## config.mk

```make
export PLATFORM = sky130hd
export DESIGN_NAME = delta_spike_ctrl
export DESIGN_NICKNAME = d
export VERILOG_FILES = /design/src/rtl/delta_spike_ctrl.sv
export SDC_FILE = /design/constraint.sdc
export NUM_CORES = 1
export LEC_CHECK = 0
export CAP_MARGIN = 20
export CORE_ASPECT_RATIO = 1.4
export CORE_MARGIN = 3
export CORE_UTILIZATION = 60
export CTS_CLUSTER_SIZE = 16
export DETAILED_ROUTE_END_ITERATION = 6
export DONT_BUFFER_PORTS = 1
export PLACE_DENSITY = 0.75
export SLEW_MARGIN = 40
export SYNTH_ARGS = -nofsm -noshare
export SYNTH_HDL_FRONTEND = slang
export SYNTH_SLANG_ARGS = --single-unit
```

## constraint.sdc

```tcl
create_clock -name clk -period 4.6 [get_ports clk]
set_input_delay 0.69 -clock clk [delete_from_list [all_inputs] [get_ports clk]]
set_output_delay 0.69 -clock clk [all_outputs]
set_load 0.03 [all_outputs]
```

## src/rtl/delta_spike_ctrl.sv

```systemverilog
// delta_spike_ctrl: delta-modulation sequencer with threshold compare, refractory period and spike event FIFO
module delta_spike_ctrl #(
    parameter int DATA_W     = 4,
    parameter int FIFO_DEPTH = 4,
    parameter int REFRAC_W   = 4
) (
    input  logic                clk,
    input  logic                rst,
    input  logic                s_valid,
    input  logic [DATA_W-1:0]   s_data,
    output logic                s_ready,
    input  logic [DATA_W-1:0]   cfg_threshold,
    input  logic                cfg_off_en,
    input  logic [REFRAC_W-1:0] cfg_refrac,
    output logic                m_valid,
    output logic [1:0]          m_spike,
    input  logic                m_ready,
    output logic                busy,
    output logic [7:0]          spike_count
);
    localparam int AW = $clog2(FIFO_DEPTH);
    localparam logic [AW:0] FULL_CNT = (AW+1)'(FIFO_DEPTH);
    typedef enum logic [1:0] {INIT, RUN, REFRAC} state_t;
    state_t state;
    logic [DATA_W-1:0] ref_val;
    logic [REFRAC_W-1:0] cnt;
    logic [1:0] mem [FIFO_DEPTH];
    logic [AW-1:0] wr_ptr, rd_ptr;
    logic [AW:0] count;
    logic accept, push, pop, on_hit, off_hit;
    logic signed [DATA_W:0] diff, thr_s;
    assign s_ready = count != FULL_CNT;
    assign accept  = s_valid & s_ready;
    assign m_valid = count != '0;
    assign pop     = m_valid & m_ready;
    assign m_spike = m_valid ? mem[rd_ptr] : 2'b00;
    assign busy    = state != INIT;
    assign diff    = $signed({1'b0, s_data}) - $signed({1'b0, ref_val});
    assign thr_s   = $signed({1'b0, cfg_threshold});
    assign on_hit  = diff > thr_s;
    assign off_hit = cfg_off_en && (diff < -thr_s);
    assign push    = accept && state == RUN && (on_hit || off_hit);
    // Sequencer: primes the reference, compares in RUN, skips samples while refractory
    always_ff @(posedge clk) begin
        if (rst) begin
            state       <= INIT;
            ref_val     <= '0;
            cnt         <= '0;
            spike_count <= '0;
        end else if (accept) begin
            case (state)
                INIT: begin
                    ref_val <= s_data;
                    state   <= RUN;
                end
                RUN: if (push) begin
                    ref_val     <= s_data;
                    spike_count <= spike_count == 8'hFF ? spike_count : spike_count + 8'd1;
                    cnt         <= cfg_refrac;
                    state       <= cfg_refrac != '0 ? REFRAC : RUN;
                end
                default: begin
                    cnt   <= cnt - REFRAC_W'(1);
                    state <= cnt == REFRAC_W'(1) ? RUN : REFRAC;
                end
            endcase
        end
    end
    // Event FIFO: push never coincides with full because accept is gated by s_ready
    always_ff @(posedge clk) begin
        if (rst) begin
            wr_ptr <= '0;
            rd_ptr <= '0;
            count  <= '0;
        end else begin
            if (push) begin
                mem[wr_ptr] <= on_hit ? 2'b01 : 2'b11;
                wr_ptr      <= wr_ptr + AW'(1);
            end
            if (pop) rd_ptr <= rd_ptr + AW'(1);
            count <= count + {{AW{1'b0}}, push} - {{AW{1'b0}}, pop};
        end
    end
endmodule
```

**After elaboration in Yosys (flattened, before gate mapping)**

Memory sizes are Yosys's and may differ from the RTL's. A register that Yosys moved wholly into a read port is not among the register bits.
Cells that the tools add are included.

- Memory bits (read-only): 0
- Flip-flop bits (word level): 25
- Output and inout bits: 13
- RAM bits: 8
- Memories kept: 1
- Word-level logic and storage cells: 55
- Input bits: 17
- Bits in latches: 0

- $add $sub $neg: 8
- Mux-type cells: 15
- Order comparisons: 2
- Equality and inequality tests: 5
- Bitwise logic cells: 4
- Div/mod/pow operators: 0
- Reduce and logical (&&, ||, !) cells: 13
- Shift operators: 0
- Multiply operators: 0

Memory list:

| name | depth | bits a word | rd ports | clocked after memory_dff | write ports | line | source |
|---|---|---|---|---|---|---|---|
| mem | 4 | 2 | 1 | 1 | 1 | 27 | `logic [1:0] mem [FIFO_DEPTH];` |

Operators with widths:

| cell | count |
|---|---|
| $pmux W4 S2 | 2 |
| $mux W2 | 7 |
| $add A8 B1 Y8 const B | 1 |
| $eq A8 B8 Y1 const B | 1 |
| $mux W4 | 2 |
| $reduce_and A3 Y1 | 2 |
| $gt A5 B5 Y1 | 1 |
| $lt A5 B5 Y1 | 1 |
| $neg A4 Y5 | 1 |
| $sub A4 B4 Y5 | 1 |
| $add A2 B1 Y2 const B | 2 |
| $eq A4 B1 Y1 const B | 1 |
| $pmux W2 S2 | 1 |
| $reduce_and A4 Y1 | 1 |
| $reduce_bool A2 Y1 | 2 |
| $reduce_bool A4 Y1 | 1 |
| $sub A4 B1 Y4 const B | 1 |
| $add A3 B1 Y3 | 1 |
| $logic_and A1 B1 Y1 | 3 |
| $mux W1 | 3 |
| $ne A3 B3 Y1 const B | 1 |
| $reduce_bool A3 Y1 | 1 |
| $sub A3 B1 Y3 | 1 |
| $and A1 B1 Y1 | 2 |
| other kinds (6) | 7 |

**Longest topological paths before layout**

Gate-level depths: netlist of run 1.

- Word-level depth: 8
- Mapped depth: 20
- Depth with buffers taken out: 19

**Least setup slack after synthesis of run 1**

No wires, ideal clock.

- Path type: input port to flip-flop
- Start: input port s_data[0]
- End: register count[2]
- Setup time: 128 ps
- Setup slack: 774 ps
- Required time: 4472 ps
- Buffers on the path: 1
- Arrival time: 3699 ps
- Stages on the path: 20
- Path through: inv_1 -> ha_1 -> inv_1 -> fa_1 -> nand3_1 -> nand2_1 -> inv_1 -> ha_1 -> nor3b_1 -> o21ai_0 -> a211oi_2 -> a21oi_4 -> buf_4 -> xor2_1 -> ha_1 -> inv_1 -> fa_1 -> xor2_1 -> xnor2_1 -> nor2_1

- Longest elaborated chain between the ends: 7
- Elaborated cells between the ends (all ways): 8
- Those cells by class: add/sub (3); order compare (2); reduce/logical (3)

Ends and longest elaborated chain:

| element | line | source |
|---|---|---|
| from (decl) | 10 | `input logic [DATA_W-1:0] s_data,` |
| $sub A4 B4 Y5 (*) | 38 | `assign diff = $signed({1'b0, s_data}) - $signed({1'b0, ref_val});` |
| $lt A5 B5 Y1 | 41 | `assign off_hit = cfg_off_en && (diff < -thr_s);` |
| $logic_and A1 B1 Y1 | 41 |  |
| $logic_or A1 B1 Y1 (*) | 42 | `assign push = accept && state == RUN && (on_hit \|\| off_hit);` |
| $logic_and A1 B1 Y1 (*) | 42 |  |
| $add A3 B1 Y3 (*) | 81 | `count <= count + {{AW{1'b0}}, push} - {{AW{1'b0}}, pop};` |
| $sub A3 B1 Y3 (*) | 81 |  |
| to (signal assigned) | 81 |  |
| to (decl) | 29 | `logic [AW:0] count;` |

Every way passes the cells marked *; elsewhere a longest branch is shown, timed or not.
A chain may end at the register's enable or synchronous reset.

**Final worst setup path of run 1**

Same ends and word-level chain as after synthesis.

==> reports/results.txt, run 1 <==
Clock root cell: clkbuf_8
Fmax: 259.1 MHz
Worst Path Arrival: 4.03 ns
Max-cap viol count: 0
Worst setup SP type: primary input
Setup_tns: 0 ns
RSZ-0062 raised after global routing: no
Starting Density: 0.6368
Reg clk slew, reported paths: 0.07 ns
Status: complete, no violations
Post-synthesis sequential area ratio: 0.3259
Final hold slack: 0.4572 ns
DRC Markers: 0
Final period util: 0.8391
Mapped Area: 2027 sq um
Leak Pwr: 0.8947 nW
CP Capture Type: flop
Synth warn: 0
Proportion of layout cells with a drive suffix above 1: 0.07930
Syn_area_per_cell: 8.969 sq um
Routability cong.: 0.7791
#FFs+latches synth: 31
Number of stages on the worst hold path: 2
CP Max Fanout: 17
Syn nets: 264
Clk sinks: 31
IO Pins: 30
Core Footprint: 3183 sq um
Slew Limit Fails: 0
Distinct cells, synth: 53
Die Height: 74.77 microns
# diodes: 0
Pwr dens: 474.7 nW/um^2
Hold EP: ref_val[3]$_SDFFE_PP0P_
First-pass GRT wire length: 6492 microns
Largest net degree at the start of global routing: 22
Worst VDD drop: 315.4 uV
Final setup fails: 0
Post-CTS Hold Buffers: 0
Clk_lat worst skew: 0.28 ns
Post-route cell area: 2145 sq um
Drt first pass iters: 4
Clock Tree Buf Depth: 2
Worst endpoint required time: 4.77 ns
PostCTS Resize Cnt: 0
Die area: 4121 sq um
Worst slew pin tran: 0.6492 ns
Vias per cell: 5.944
Drt total wl: 3781 microns
RR Startpoint: ref_val[1]$_SDFFE_PP0P_
Vias post-DR: 1581
Worst R2R End: count[2]$_SDFF_PP0_
Ys async rst share: 0
Worst slew margin: 0.5672
Placed inst area: 2041 sq um
Worst Reg-to-Reg Cells: 17
Vias in the first global route: 1611
Total GRT Usage: 0.2169
Reg-to-reg slack, setup: 0.84 ns
Nets: 264
Number of synthesized flops with an enable pin: 4
CTS tree: built
Fin. Hold Viols: 0
Postcts setup bufs: 0
Starting DRC count in detailed routing: 34
Post-synth top flop: dfxtp_1
Die W: 55.12 microns
Kind of critical path: primary input to flop
H-tree Lvls: 2
Initial antenna violation count: 0
Layout Skew: 0.003453 ns
Hold_sp: ref_val[3]$_SDFFE_PP0P_
Synthesis-to-layout area growth: 5.803%
Port Buf Inserts: 0
Gate Count Post-Synth: 226
Routed Antenna Nets: 0
TritonCTS Buffers: 5
Total global routing overflow: 0
Wire per inst: 14.21 microns
Hpwl dp: 3013 microns
Hold/Removal Path Class: flop to flop
Final Critical Period: 3.860 ns
# rows: 24
-- worst max-delay path by stage --
stage / depth (start not counted) / slack [ns] / from / to
4_1_cts: 19 / 0.74 / s_data[0] / count[2]$_SDFF_PP0_
6_report: 19 / 0.74 / s_data[0] / count[2]$_SDFF_PP0_
5_1_grt: 19 / 0.48 / s_data[0] / count[2]$_SDFF_PP0_
3_3_place_gp: 19 / 0.67 / s_data[0] / count[2]$_SDFF_PP0_
3_5_place_dp: 19 / 0.44 / s_data[0] / count[2]$_SDFF_PP0_
2_1_floorplan: 20 / 0.77 / s_data[0] / count[2]$_SDFF_PP0_
-- power breakdown --
group | internal, W | total (W) | switching (W)
clock network | 0.000136 | 0.000236 | 0.000100
registers | 0.000321 | 0.000355 | 0.0000339
logic | 0.000171 | 0.000427 | 0.000256
-- routing by layer --
layer  wire length (microns)  global-route usage
met1                    1488              0.2221
met2                    2027              0.3961
met3                     182             0.05149
met4                      82              0.1054
met5                       0                   0
-- final cells by class --
cell class / count / area, sq um
Inverter: 22 / 82.58
Clock inverter: 1 / 7.507
Fill cell: 277 / 1039
Clock buffer: 7 / 96.34
Multi-Input combinational cell: 166 / 1249
Tap cell: 39 / 48.80
Sequential cell: 31 / 660.6
-- through the flow --
step | power (W) | setup WS (ns) | util | std cells
floorplan | 0.0007291 | 0.7738 | - | 226
global placement | 0.0007674 | 0.6666 | 0.6411 | 258
detailed placement | 0.0007878 | 0.4432 | 0.6411 | 258
CTS | 0.001028 | 0.7350 | 0.6737 | 266
global route | 0.001087 | 0.4777 | 0.6737 | 266
finish | 0.001018 | 0.7400 | 0.6737 | 266
-- sequential cells by signal, summed over array words and instances (netlist names), named ones only --
signal,flops
cnt,4
state,2
ref_val,4
rd_ptr,2
spike_count,8
count,3
mem,4
wr_ptr,2
-- placed cells by master (no fill, tap or decap), types with 3 or more instances in the layout --
cell type and instances:
ha_1 19, and3_1 3, nor2b_1 8, inv_1 22, nand2_1 26, o21ai_0 4, xnor2_1 5, nand3_1 5
xor2_1 4, nor3b_1 3, nor2_1 14, edfxtp_1 4, a21oi_1 12, and2_1 6, nor3_1 3, dfxtp_1 27
clkbuf_8 7, or3_1 4, nand4_1 4, mux2i_1 7
-- worst max-delay path, stage by stage --
cell	delay, ns
inv_1	0.04
ha_1	0.13
inv_1	0.06
fa_1	0.42
nand3_1	0.09
nand2_1	0.12
inv_1	0.09
ha_1	0.25
nor3b_1	0.15
o21ai_0	0.33
a211oi_2	0.11
a21oi_4	0.38
xor2_1	0.19
ha_1	0.17
inv_1	0.05
fa_1	0.36
xor2_1	0.18
xnor2_1	0.15
nor2_1	0.06
-- cells in the mapped netlist, types with 3 or more instances --
| master | n | area, sq um |
|---|---|---|
| a21oi_1 | 12 | 60.06 |
| and2_1 | 6 | 37.54 |
| and3_1 | 3 | 18.77 |
| clkbuf_1 | 3 | 11.26 |
| dfxtp_1 | 27 | 540.5 |
| edfxtp_1 | 4 | 120.1 |
| ha_1 | 19 | 237.7 |
| inv_1 | 22 | 82.58 |
| mux2i_1 | 7 | 70.07 |
| nand2_1 | 26 | 97.59 |
| nand3_1 | 5 | 25.02 |
| nand4_1 | 4 | 25.02 |
| nor2_1 | 14 | 52.55 |
| nor2b_1 | 8 | 50.05 |
| nor3_1 | 3 | 15.01 |
| nor3b_1 | 3 | 22.52 |
| o21ai_0 | 4 | 20.02 |
| or3_1 | 4 | 25.02 |
| xnor2_1 | 5 | 43.79 |
| xor2_1 | 4 | 35.03 |
-- cell families after synthesis --
group           after synthesis  share of synthesized area
simple gates                 84                     0.2142
compound gates               39                     0.1482
flops                        31                     0.3259
buf+inv                      29                    0.05802
fa+ha+maj                    21                     0.1370
mux                          12                    0.06975
xor+xnor                     10                    0.04691
No activity file was read; power rests on OpenSTA's default activity.
==> run 2: changes to the inputs <==
CORE_UTILIZATION = 57   (was 60)
PLACE_DENSITY = 0.74   (was 0.75)
clock period = 3.2 ns   (was 4.6 ns; I/O delays follow)
==> run 2 against run 1 <==
The run now ends with setup timing left. Clock skew increased by 0.0029 ns. Sequential share of layout area fell by 2.9 points. Critical path type is now flop to flop. Worst hold slack worse by 0.20 ns.
==> reports/results.txt, run 2 (synthesized netlist as in run 1, its figures left out) <==
Clock power frac: 0.225 (-0.007)
H-tree Lvls: 2 (unchanged)
Wire per inst: 14.62 microns (+2.8%)
CP Max Fanout: 3 (-14)
CTS tree: built
Vias in the first global route: 1809 (+12%)
Worst path depth: 17 (-2)
Worst VDD drop: 445.3 uV (+41%)
Seq pwr share: 0.315 (-0.034)
Reg clk slew, reported paths: 0.06 ns (about the same)
Top delay family on crit path: adder cells
Number of stages on the worst hold path: 1 (-1)
Hpwl dp: 3269 microns (+8.5%)
CP max stage cell: dfxtp_2
Total global routing overflow: 0 (unchanged)
Fin. Hold Viols: 0 (unchanged)
Clock Tree Buf Depth: 2 (unchanged)
Initial antenna violation count: 0 (unchanged)
Critical-path cell list: inv_2 > ha_4 > a21o_1 > a21oi_2 > xnor2_2 > ha_1 > nand4b_1 > mux2_4 > and3b_2 > a21oi_4 > xor2_1 > ha_2 > inv_2 > fa_2 > xor2_1 > xnor2_1 > nor2_1
Place WS: -0.2076 ns (-0.6508 ns)
Worst Path Arrival: 3.44 ns (-0.59 ns)
Pwr dens: 687.8 nW/um^2 (+45%)
Die W: 56.40 microns (+2.3%)
Vias per cell: 5.794 (-2.5%)
CP bufs+invs: 2 (-2)
Total GRT Usage: 0.2141 (-0.002716)
Final worst slack: -0.06092 ns (-0.8010 ns)
Starting Density: 0.5945 (-0.04230)
Worst slew pin tran: 0.6494 ns (+0.0002244 ns)
Most common cell after layout, fill and taps aside: nand2_1
IO Pins: 30 (unchanged)
Synthesis-to-layout area growth: 17.35%
Clk sinks: 31 (unchanged)
Most flops, register: spike_count
Nets: 283 (+7.2%)
Met3 Usage GRT: 0.05932 (+0.007837)
Post-route cell area: 2379 sq um (+11%)
Max-cap viol count: 0 (unchanged)
Final Critical Period: 3.261 ns
TritonCTS Buffers: 5 (unchanged)
Routed Antenna Nets: 0 (unchanged)
Met2 Use GR: 0.3934 (-0.002610)
Slew Limit Fails: 0 (unchanged)
Die Height: 76.56 microns (+2.4%)
Comb pwr share: 0.460 (+0.041)
# rows: 25 (+4.2%)
Switching power: 0.0005947 W (+52%)
Worst endpoint required time: 3.37 ns (-1.40 ns)
Post-CTS Hold Buffers: 0 (unchanged)
Layout Skew: 0.006398 ns (+0.002945 ns)
Number of flip-flops in the largest register: 8 (unchanged)
Clock root cell: clkbuf_8
Final period util: 1.019
Status: finished with violations
Failing checks: setup timing
Hold/Removal Path Class: primary input to flop
Worst slew margin: 0.5671 (about the same)
Vias post-DR: 1657 (+4.8%)
Core Footprint: 3410 sq um (+7.1%)
Worst Reg-to-Reg Cells: 17 (unchanged)
Worst setup SP type: flop
GR Util met1: 0.2140 (-0.008100)
Slowest stage delay, CP: 0.33 ns (-0.09 ns)
Most crowded layer after global routing: met2
Routability cong.: 0.9088 (+17%)
Clk_lat worst skew: 0.28 ns (about the same)
Leak Pwr: 0.9998 nW (+12%)
# diodes: 0 (unchanged)
Proportion of layout cells with a drive suffix above 1: 0.2154 (+0.1362)
Port Buf Inserts: 0 (unchanged)
Fmax: 306.7 MHz
Drt total wl: 4181 microns (+11%)
Die area: 4318 sq um (+4.8%)
Commonest non-fill, non-tap cells in the layout: nand2_1 (26), dfxtp_1 (25), buf_4 (19), inv_1 (18), ha_1 (15)
Cell Int Power: 0.001041 W (+66%)
Switching Fraction: 0.3635 (-0.01979)
Starting DRC count in detailed routing: 44 (+29%)
Placed inst area: 2206 sq um (+8.1%)
DRC Markers: 0 (unchanged)
Drt first pass iters: 4 (unchanged)
RSZ-0062 raised after global routing: yes
Kind of critical path: flop to flop
Largest net degree at the start of global routing: 22 (unchanged)
First-pass GRT wire length: 7424 microns (+14%)
Final setup fails: 1 (+1)
CP Capture Type: flop
run 2: worst paths after layout:
path                            slack [ns]                     endpoint                     from
worst max register to register       -0.06          count[2]$_SDFF_PP0_  ref_val[1]$_SDFFE_PP0P_
worst min-delay path                  0.26  spike_count[6]$_SDFFE_PP0P_                      rst
worst max-delay path                 -0.06          count[2]$_SDFF_PP0_  ref_val[1]$_SDFFE_PP0P_
worst min register to register        0.47      ref_val[1]$_SDFFE_PP0P_  ref_val[1]$_SDFFE_PP0P_
run 2: repair_timing:
| item | CTS | global route |
|---|---|---|
| pin swaps | 4 | 6 |
| resized for setup | 6 | 3 |
| buffers inserted | 4 | 0 |
| endpoints found under the setup margin | 1 | 3 |
| gates cloned | 0 | 0 |
run 2: power groups by stage:
stage / clock network (W) / registers [W] / logic, W
2_1_floorplan: 0 / 0.000506 / 0.000559
3_3_place_gp: 0 / 0.000517 / 0.000684
3_5_place_dp: 0 / 0.000521 / 0.000710
4_1_cts: 0.000376 / 0.000515 / 0.000749
5_1_grt: 0.000396 / 0.000525 / 0.000835
6_report: 0.000369 / 0.000515 / 0.000752
run 2: layout make-up:
cell class	count	area, sq um
clock buffer	5	68.82
clock inverter	3	38.79
fill	274	1031
inverter	22	95.09
multi-input combinational	166	1320
sequential	31	663.1
tap	40	50.05
timing repair buffer	19	142.6
run 2: through the flow:
| stage | std cells | hold WS (ns) | setup TNS, ns | total power [W] | util |
|---|---|---|---|---|---|
| 2_1_floorplan | 226 | 0.4347 | -0.4435 | 0.001066 | - |
| 3_3_place_gp | 274 | 0.4434 | -0.1560 | 0.001201 | 0.6470 |
| 3_5_place_dp | 274 | 0.4578 | -0.2238 | 0.001231 | 0.6470 |
| 4_1_cts | 286 | 0.2531 | -0.05403 | 0.001640 | 0.6943 |
| 5_1_grt | 286 | 0.2456 | -0.5071 | 0.001756 | 0.6976 |
| 6_report | 286 | 0.2583 | -0.06092 | 0.001636 | 0.6976 |
run 2: layer usage:
layer  wire length (microns)  part of all wire
met2                    2306              0.55
met1                    1554              0.37
met4                     127             0.030
met5                       0                 0
met3                     193             0.046
==> run 3: changes to the inputs <==
HOLD_SLACK_MARGIN = 0.12   (was unset)
==> results of run 3 <==
The final DEF is identical to that of run 2; final timing and power are the same.
